**config.mk**
```make
export PLATFORM = sky130hd
export DESIGN_NAME = fp16_sub_seq_flat
export DESIGN_NICKNAME = d
export VERILOG_FILES = /design/src/rtl/fp16_sub_seq_if.sv /design/src/rtl/fp16_sub_seq.sv /design/src/flat_wrapper.sv
export SDC_FILE = /design/constraint.sdc
export NUM_CORES = 1
export LEC_CHECK = 0
export ABC_AREA = 0
export BUFFER_PORTS_ARGS = -buffer_cell sky130_fd_sc_hd__buf_4
export CORE_MARGIN = 2
export CORE_UTILIZATION = 65
export CTS_BUF_LIST = sky130_fd_sc_hd__clkbuf_8
export CTS_CLUSTER_DIAMETER = 120
export DETAILED_ROUTE_END_ITERATION = 12
export GPL_TIMING_DRIVEN = 0
export PLACE_DENSITY = 0.86
export SLEW_MARGIN = 20
export SYNTH_ARGS = -nofsm -noshare
export SYNTH_HDL_FRONTEND = slang
export SYNTH_SLANG_ARGS = --single-unit
```
**constraint.sdc**
```tcl
create_clock -name clk -period 8.9 [get_ports clk]
set_input_delay 0.445 -clock clk [delete_from_list [all_inputs] [get_ports clk]]
set_output_delay 0.445 -clock clk [all_outputs]
set_load 0.05 [all_outputs]
```
**src/rtl/fp16_sub_seq_if.sv**
```systemverilog
// Operand/result handshake bundle for the sequential half-precision subtractor.
// master = operand source / result sink, slave = the subtractor.
interface fp16_sub_seq_if;
    logic        in_valid;
    logic        in_ready;
    logic [15:0] a;
    logic [15:0] b;
    logic        out_valid;
    logic        out_ready;
    logic [15:0] result;
    logic        ovf;
    logic        nan;

    modport master (
        output in_valid, a, b, out_ready,
        input  in_ready, out_valid, result, ovf, nan
    );

    modport slave (
        input  in_valid, a, b, out_ready,
        output in_ready, out_valid, result, ovf, nan
    );
endinterface

```
**src/rtl/fp16_sub_seq.sv**
```systemverilog
// Multi-cycle IEEE-754 half-precision subtractor (a - b) with valid/ready handshake.
// Round-to-nearest-even, subnormals flushed to zero on input and output.
module fp16_sub_seq #(
    parameter int unsigned MAX_ALIGN = 14,
    parameter int unsigned EXP_BIAS  = 15
) (
    input  logic           clk,
    input  logic           rst,
    fp16_sub_seq_if.slave  bus
);

    localparam logic [5:0] ExpMax = 6'(2 * EXP_BIAS + 1);

    typedef enum logic [2:0] {
        StIdle, StUnpack, StAlign, StSub, StNorm, StRound, StDone
    } state_t;

    state_t      r_state, w_state_next;
    logic [15:0] r_a, r_b;
    logic        r_sx, r_sy;
    logic [5:0]  r_ex;
    logic [13:0] r_mx, r_my;
    logic [4:0]  r_d;
    logic [14:0] r_sum;
    logic [15:0] r_res;
    logic        r_ovf, r_nan;

    logic        w_a_nan, w_b_nan, w_a_inf, w_b_inf, w_a_zero, w_b_zero;
    logic        w_special, w_spec_nan, w_a_ge;
    logic [15:0] w_spec_res, w_x, w_y;
    logic [14:0] w_sum;
    logic [10:0] w_m;
    logic        w_up;
    logic [11:0] w_mr;
    logic [5:0]  w_ex_r;
    logic [15:0] w_rnd_res;
    logic        w_rnd_ovf;

    // Operand classification and special-case results (r_b already has its sign inverted).
    always_comb begin
        w_a_nan    = (&r_a[14:10]) && (|r_a[9:0]);
        w_b_nan    = (&r_b[14:10]) && (|r_b[9:0]);
        w_a_inf    = (&r_a[14:10]) && !(|r_a[9:0]);
        w_b_inf    = (&r_b[14:10]) && !(|r_b[9:0]);
        w_a_zero   = (r_a[14:10] == 5'd0);
        w_b_zero   = (r_b[14:10] == 5'd0);
        w_special  = w_a_nan | w_b_nan | w_a_inf | w_b_inf | w_a_zero | w_b_zero;
        w_spec_nan = 1'b0;
        w_spec_res = r_a;
        if (w_a_nan || w_b_nan) begin
            w_spec_nan = 1'b1;
            w_spec_res = 16'h7E00;
        end else if (w_a_inf && w_b_inf) begin
            w_spec_nan = (r_a[15] != r_b[15]);
            w_spec_res = w_spec_nan ? 16'h7E00 : r_a;
        end else if (w_a_inf) begin
            w_spec_res = r_a;
        end else if (w_b_inf) begin
            w_spec_res = r_b;
        end else if (w_a_zero && w_b_zero) begin
            w_spec_res = {r_a[15] & r_b[15], 15'd0};
        end else if (w_a_zero) begin
            w_spec_res = r_b;
        end

        w_a_ge = (r_a[14:0] >= r_b[14:0]);
        w_x    = w_a_ge ? r_a : r_b;
        w_y    = w_a_ge ? r_b : r_a;

        w_sum = (r_sx != r_sy) ? ({1'b0, r_mx} - {1'b0, r_my})
                               : ({1'b0, r_mx} + {1'b0, r_my});

        w_m       = r_sum[13:3];
        w_up      = r_sum[2] & (r_sum[1] | r_sum[0] | w_m[0]);
        w_mr      = {1'b0, w_m} + {11'd0, w_up};
        w_ex_r    = r_ex + {5'd0, w_mr[11]};
        w_rnd_ovf = 1'b0;
        if (w_ex_r >= ExpMax) begin
            w_rnd_res = {r_sx, 5'h1F, 10'd0};
            w_rnd_ovf = 1'b1;
        end else if (!(w_mr[11] | w_mr[10])) begin
            // Hidden bit never reached: subnormal result is flushed to signed zero.
            w_rnd_res = {r_sx, 15'd0};
        end else begin
            w_rnd_res = {r_sx, w_ex_r[4:0], w_mr[11] ? 10'd0 : w_mr[9:0]};
        end
    end

    always_ff @(posedge clk or posedge rst) begin
        if (rst) begin
            r_state <= StIdle;
        end else begin
            r_state <= w_state_next;
        end
    end

    always_comb begin
        w_state_next = r_state;
        bus.in_ready  = 1'b0;
        bus.out_valid = 1'b0;
        unique case (r_state)
            StIdle: begin
                bus.in_ready = 1'b1;
                if (bus.in_valid) w_state_next = StUnpack;
            end
            StUnpack: w_state_next = w_special ? StDone : StAlign;
            StAlign: begin
                if (r_d > 5'(MAX_ALIGN) || r_d <= 5'd1) w_state_next = StSub;
            end
            StSub:   w_state_next = (w_sum == 15'd0) ? StDone : StNorm;
            StNorm: begin
                if (r_sum[14] || r_sum[13] || r_ex <= 6'd1) w_state_next = StRound;
            end
            StRound: w_state_next = StDone;
            StDone: begin
                bus.out_valid = 1'b1;
                if (bus.out_ready) w_state_next = StIdle;
            end
            default: w_state_next = StIdle;
        endcase
    end

    always_ff @(posedge clk or posedge rst) begin
        if (rst) begin
            r_a   <= 16'd0;
            r_b   <= 16'd0;
            r_sx  <= 1'b0;
            r_sy  <= 1'b0;
            r_ex  <= 6'd0;
            r_mx  <= 14'd0;
            r_my  <= 14'd0;
            r_d   <= 5'd0;
            r_sum <= 15'd0;
            r_res <= 16'd0;
            r_ovf <= 1'b0;
            r_nan <= 1'b0;
        end else begin
            case (r_state)
                StIdle: begin
                    if (bus.in_valid) begin
                        r_a <= bus.a;
                        r_b <= {~bus.b[15], bus.b[14:0]};
                    end
                end
                StUnpack: begin
                    if (w_special) begin
                        r_res <= w_spec_res;
                        r_nan <= w_spec_nan;
                        r_ovf <= 1'b0;
                    end else begin
                        r_sx <= w_x[15];
                        r_sy <= w_y[15];
                        r_ex <= {1'b0, w_x[14:10]};
                        r_mx <= {1'b1, w_x[9:0], 3'b000};
                        r_my <= {1'b1, w_y[9:0], 3'b000};
                        r_d  <= w_x[14:10] - w_y[14:10];
                    end
                end
                StAlign: begin
                    if (r_d > 5'(MAX_ALIGN)) begin
                        r_my <= {13'd0, |r_my};
                        r_d  <= 5'd0;
                    end else if (r_d != 5'd0) begin
                        r_my <= {1'b0, r_my[13:2], r_my[1] | r_my[0]};
                        r_d  <= r_d - 5'd1;
                    end
                end
                StSub: begin
                    r_sum <= w_sum;
                    if (w_sum == 15'd0) begin
                        r_res <= 16'h0000;
                        r_ovf <= 1'b0;
                        r_nan <= 1'b0;
                    end
                end
                StNorm: begin
                    if (r_sum[14]) begin
                        r_sum <= {1'b0, r_sum[14:2], r_sum[1] | r_sum[0]};
                        r_ex  <= r_ex + 6'd1;
                    end else if (!r_sum[13] && r_ex > 6'd1) begin
                        r_sum <= {r_sum[13:0], 1'b0};
                        r_ex  <= r_ex - 6'd1;
                    end
                end
                StRound: begin
                    r_res <= w_rnd_res;
                    r_ovf <= w_rnd_ovf;
                    r_nan <= 1'b0;
                end
                default: ;
            endcase
        end
    end

    assign bus.result = r_res;
    assign bus.ovf    = r_ovf;
    assign bus.nan    = r_nan;

endmodule
```
**src/flat_wrapper.sv**
```systemverilog
// flat-port wrapper written by rule: the top's interface ports become plain ports
module fp16_sub_seq_flat 
#(
    parameter int unsigned MAX_ALIGN = 14,
    parameter int unsigned EXP_BIAS  = 15
)
  (clk, rst, bus_in_valid, bus_a, bus_b, bus_out_ready, bus_in_ready, bus_out_valid, bus_result, bus_ovf, bus_nan);
  fp16_sub_seq_if bus_i ();
  input  logic clk;
  input  logic rst;
  input wire logic [$bits(bus_i.in_valid)-1:0] bus_in_valid;
  input wire logic [$bits(bus_i.a)-1:0] bus_a;
  input wire logic [$bits(bus_i.b)-1:0] bus_b;
  input wire logic [$bits(bus_i.out_ready)-1:0] bus_out_ready;
  output wire logic [$bits(bus_i.in_ready)-1:0] bus_in_ready;
  output wire logic [$bits(bus_i.out_valid)-1:0] bus_out_valid;
  output wire logic [$bits(bus_i.result)-1:0] bus_result;
  output wire logic [$bits(bus_i.ovf)-1:0] bus_ovf;
  output wire logic [$bits(bus_i.nan)-1:0] bus_nan;
  assign bus_i.in_valid = bus_in_valid;
  assign bus_i.a = bus_a;
  assign bus_i.b = bus_b;
  assign bus_i.out_ready = bus_out_ready;
  assign bus_in_ready = bus_i.in_ready;
  assign bus_out_valid = bus_i.out_valid;
  assign bus_result = bus_i.result;
  assign bus_ovf = bus_i.ovf;
  assign bus_nan = bus_i.nan;
  fp16_sub_seq #(.MAX_ALIGN(MAX_ALIGN), .EXP_BIAS(EXP_BIAS)) u_core (.clk(clk), .rst(rst), .bus(bus_i));
endmodule
```
==> flow_metrics.env <==
export IMPL_synth_top_family_by_area="compound AO/OA/AOI/OAI gates"
export IMPL_cp_num_buf_inv=2
export IMPL_grt_max_degree=60
export IMPL_cts_num_sinks=106
export IMPL_area_delta_synth_final_pct=10.8
export IMPL_cts_root_buf="clkbuf_8"
export IMPL_cp_required_ns=9.20
export IMPL_cap_violations=0
export IMPL_cts_setup_buffers=0
export IMPL_final_min_clock_period_ns=3.97
export IMPL_synth_distinct_cells=67
export IMPL_cts_reportedPaths_clkPinSlew_ns=0.11
export IMPL_synthAdderAreaFrac_pct=8.91
export IMPL_rrSetupSlack_ns=4.93
export IMPL_critPathKind="reg2reg"
export IMPL_slew_violations=0
export IMPL_relSlewSlack_pct=46.4
export IMPL_antenna_found_initial=1
export IMPL_cts_hold_buf=0
export IMPL_tightest_slew_ns=0.784
export IMPL_place_ws_ns=4.99
export IMPL_dr_pass1_iters=6
export IMPL_syn_avg_cell_area_um2=8.67
export IMPL_ant_nets=0
export IMPL_startpoint_type="register"
export IMPL_routed_wl_um=20300
export IMPL_status="complete, no violations"
export IMPL_setup_violations=0
export IMPL_rr_endpoint="u_core.bus.result[0]"
export IMPL_drc=0
export IMPL_hold_viol=0
export IMPL_syn_nets=953
export IMPL_utilization_pct=73.4
export IMPL_end_kind="register"
export IMPL_syn_area_um2=7500
export IMPL_viasPerCell=6.39
export IMPL_die_w_um=111
export IMPL_path_max_fanout=10
export IMPL_synth_edf_count=0
export IMPL_yosysWarnings=0
export IMPL_hp_class="in2async"
export IMPL_std_cell_rows=39
export IMPL_dpl_cell_area_um2=8120
export IMPL_cts_resized=0
export IMPL_synthFlopType="dfrtp_1"
export IMPL_setup_slack_ns=4.93
export IMPL_clockBufferDepth=2
export IMPL_h_tree_depth=3
export IMPL_start_util_pct=66.2
export IMPL_fillers=911
export IMPL_place_gp_congestion=0.974
export IMPL_r2r_start="u_core.r_my[4]"
export IMPL_drive_gt1_share_pct=11.6
export IMPL_die_height_um=111
export IMPL_diodes=0
export IMPL_via_count=6906
export IMPL_io_pins=56
export IMPL_grt_first_pass_wirelength_um=33600
export IMPL_finalCritPeriodShare_pct=44.6
export IMPL_rsz0062_at_grt="no"
export IMPL_r2r_cells=12
export IMPL_portBuffers=55
export IMPL_grt_pass1_vias=6669
export IMPL_fin_skew_ns=0.0150
export IMPL_dpl_hpwl_um=15700
export IMPL_max_clock_freq_mhz=252
export IMPL_wl_per_cell_um=18.8
export IMPL_slowest_delay_ns=0.70
export IMPL_clk_latency_ns=0.40
export IMPL_synthArstFlopShare_pct=100
export IMPL_setup_tns_ns=0
export IMPL_die_area_um2=12400
export IMPL_core_area_um2=11300
export IMPL_synthXorXnorAreaFrac_pct=3.84
export IMPL_grt_total_usage_pct=33.8
export IMPL_cts_tree="done"
export IMPL_synthMuxAreaShare_pct=9.56
export IMPL_num_nets_final=1020
export IMPL_ys_seq_elements=106
export IMPL_drtIter0Drc=606
export IMPL_cp_arrival_ns=4.27
export IMPL_cts_made_buffers=9
export IMPL_yosysSeqAreaShare_pct=35.4
export IMPL_path_cells="inv_1, ha_1, nand2b_1, a2111oi_0, nor2_1, a21oi_1, xnor2_1, or3b_2, nor4_4, a31oi_4, buf_6, mux2_1"
export IMPL_seq_area_um2=2650
export IMPL_crit_family="compound AO/OA/AOI/OAI gates"
export IMPL_post_route_cell_area_um2=8310
export IMPL_slowest_stage="a2111oi_0"
export IMPL_grt_overflow=0
export IMPL_syn_inst=865
export IMPL_synth_compound_area_share_pct=21.0
export IMPL_multi_input_area_um2=4480
export IMPL_synthSimpleGateAreaFrac_pct=16.4
-- cells in the mapped netlist, types with 3 or more instances --
library cell	instances	area share, %
dfrtp_1	106	35
ha_1	51	8.5
o22ai_1	13	1.1
nand2b_1	5	0.42
mux2_1	9	1.4
and2_1	5	0.42
o221ai_1	4	0.47
o21a_1	3	0.30
nor2b_1	7	0.58
a32o_1	5	0.67
xnor2_1	18	2.1
a221oi_1	9	1.1
mux2i_1	39	5.2
a22o_1	3	0.35
mux2_2	20	3.0
or3_1	4	0.33
nor4_1	7	0.58
nand2_1	88	4.4
a22oi_1	3	0.30
nor3_1	13	0.87
o31ai_1	9	0.90
or4_1	5	0.50
o21ai_1	3	0.20
nor2_1	68	3.4
buf_1	3	0.15
inv_1	50	2.5
o21ai_0	69	4.6
nand4_1	8	0.67
nand3_1	27	1.8
a21o_1	11	1.1
clkbuf_1	37	1.9
or2_2	3	0.25
xor2_1	13	1.5
a211oi_1	5	0.50
a31oi_1	6	0.50
o211ai_1	6	0.60
and3_1	11	0.92
o32ai_1	3	0.35
o22a_1	3	0.35
a21oi_1	77	5.1
-- cell families (layout without fill, tap and decap cells) --
family,Yosys count,after routing
simple gates,261,261
compound gates,250,250
flops,106,106
buf+inv,95,167
mux,68,68
fa+ha+maj,53,53
xor+xnor,32,32
-- cell usage in the layout (no fill, tap or decap), types with 4 or more instances in the layout --
| master | netlist | layout |
|---|---|---|
| dfrtp_1 | 106 | 106 |
| nand2_1 | 88 | 88 |
| a21oi_1 | 77 | 77 |
| o21ai_0 | 69 | 69 |
| nor2_1 | 68 | 68 |
| buf_4 | 0 | 55 |
| ha_1 | 51 | 51 |
| inv_1 | 50 | 49 |
| mux2i_1 | 39 | 39 |
| clkbuf_1 | 37 | 37 |
| nand3_1 | 27 | 27 |
| mux2_2 | 20 | 20 |
| xnor2_1 | 18 | 18 |
| nor3_1 | 13 | 13 |
| xor2_1 | 13 | 13 |
| o22ai_1 | 13 | 13 |
| and3_1 | 11 | 11 |
| a21o_1 | 11 | 11 |
| o31ai_1 | 9 | 9 |
| mux2_1 | 9 | 9 |
| a221oi_1 | 9 | 9 |
| clkbuf_8 | 0 | 9 |
| nand4_1 | 8 | 8 |
| nor4_1 | 7 | 7 |
| nor2b_1 | 7 | 7 |
| o211ai_1 | 6 | 6 |
| a31oi_1 | 6 | 6 |
| and2_1 | 5 | 5 |
| nand2b_1 | 5 | 5 |
| or4_1 | 5 | 5 |
| a32o_1 | 5 | 5 |
| a211oi_1 | 5 | 5 |
| or3_1 | 4 | 4 |
| o221ai_1 | 4 | 4 |
| inv_6 | 0 | 4 |
-- how the worst max path moves through the flow --
stage | start | end | cells past startpoint
detailed placement | u_core.r_my[4] | u_core.bus.result[0] | 12
global placement | rst | u_core.r_ex[2] | 2
CTS | u_core.r_my[4] | u_core.bus.result[0] | 12
global route | u_core.r_sum[6] | u_core.bus.result[0] | 16
floorplan | u_core.r_my[4] | u_core.bus.result[0] | 12
finish | u_core.r_my[4] | u_core.bus.result[0] | 12
-- area by class of cell --
class | count | share of cell area (%)
Multi-Input combinational cell | 664 | 53.9
Clock buffer | 9 | 1.49
Timing Repair Buffer | 56 | 5.30
Sequential cell | 106 | 31.9
Inverter | 52 | 2.41
Clock inverter | 7 | 0.723
Buffer | 43 | 2.06
Tap cell | 143 | 2.15
-- per-stage QoR --
stage	cells	hold WS [ns]
2_1_floorplan	865	0.471
3_3_place_gp	1063	0.475
3_5_place_dp	1064	0.483
4_1_cts	1080	0.0708
5_1_grt	1080	0.0948
6_report	1080	0.0606
-- registers in the layout (all words and copies together), names as in the netlist --
signal,flops
u_core.bus.result,16
u_core.bus.ovf,1
u_core.r_sy,1
u_core.r_ex,6
u_core.bus.nan,1
u_core.r_sum,15
u_core.r_b,16
u_core.r_mx,11
u_core.r_sx,1
u_core.r_state,3
u_core.r_a,16
u_core.r_my,14
u_core.r_d,5
-- per-layer routing --
metal	wire (um)	global-route usage [%]	share of wire [%]
met4	442	12.2	2.2
met1	8370	45.5	41
met5	10	0	0.049
met2	9620	54.3	47
met3	1830	7.57	9.0
Power is left out: the tool's default activity adds up to more than one toggle a clock period on the data nets, which glitch-free logic cannot reach.
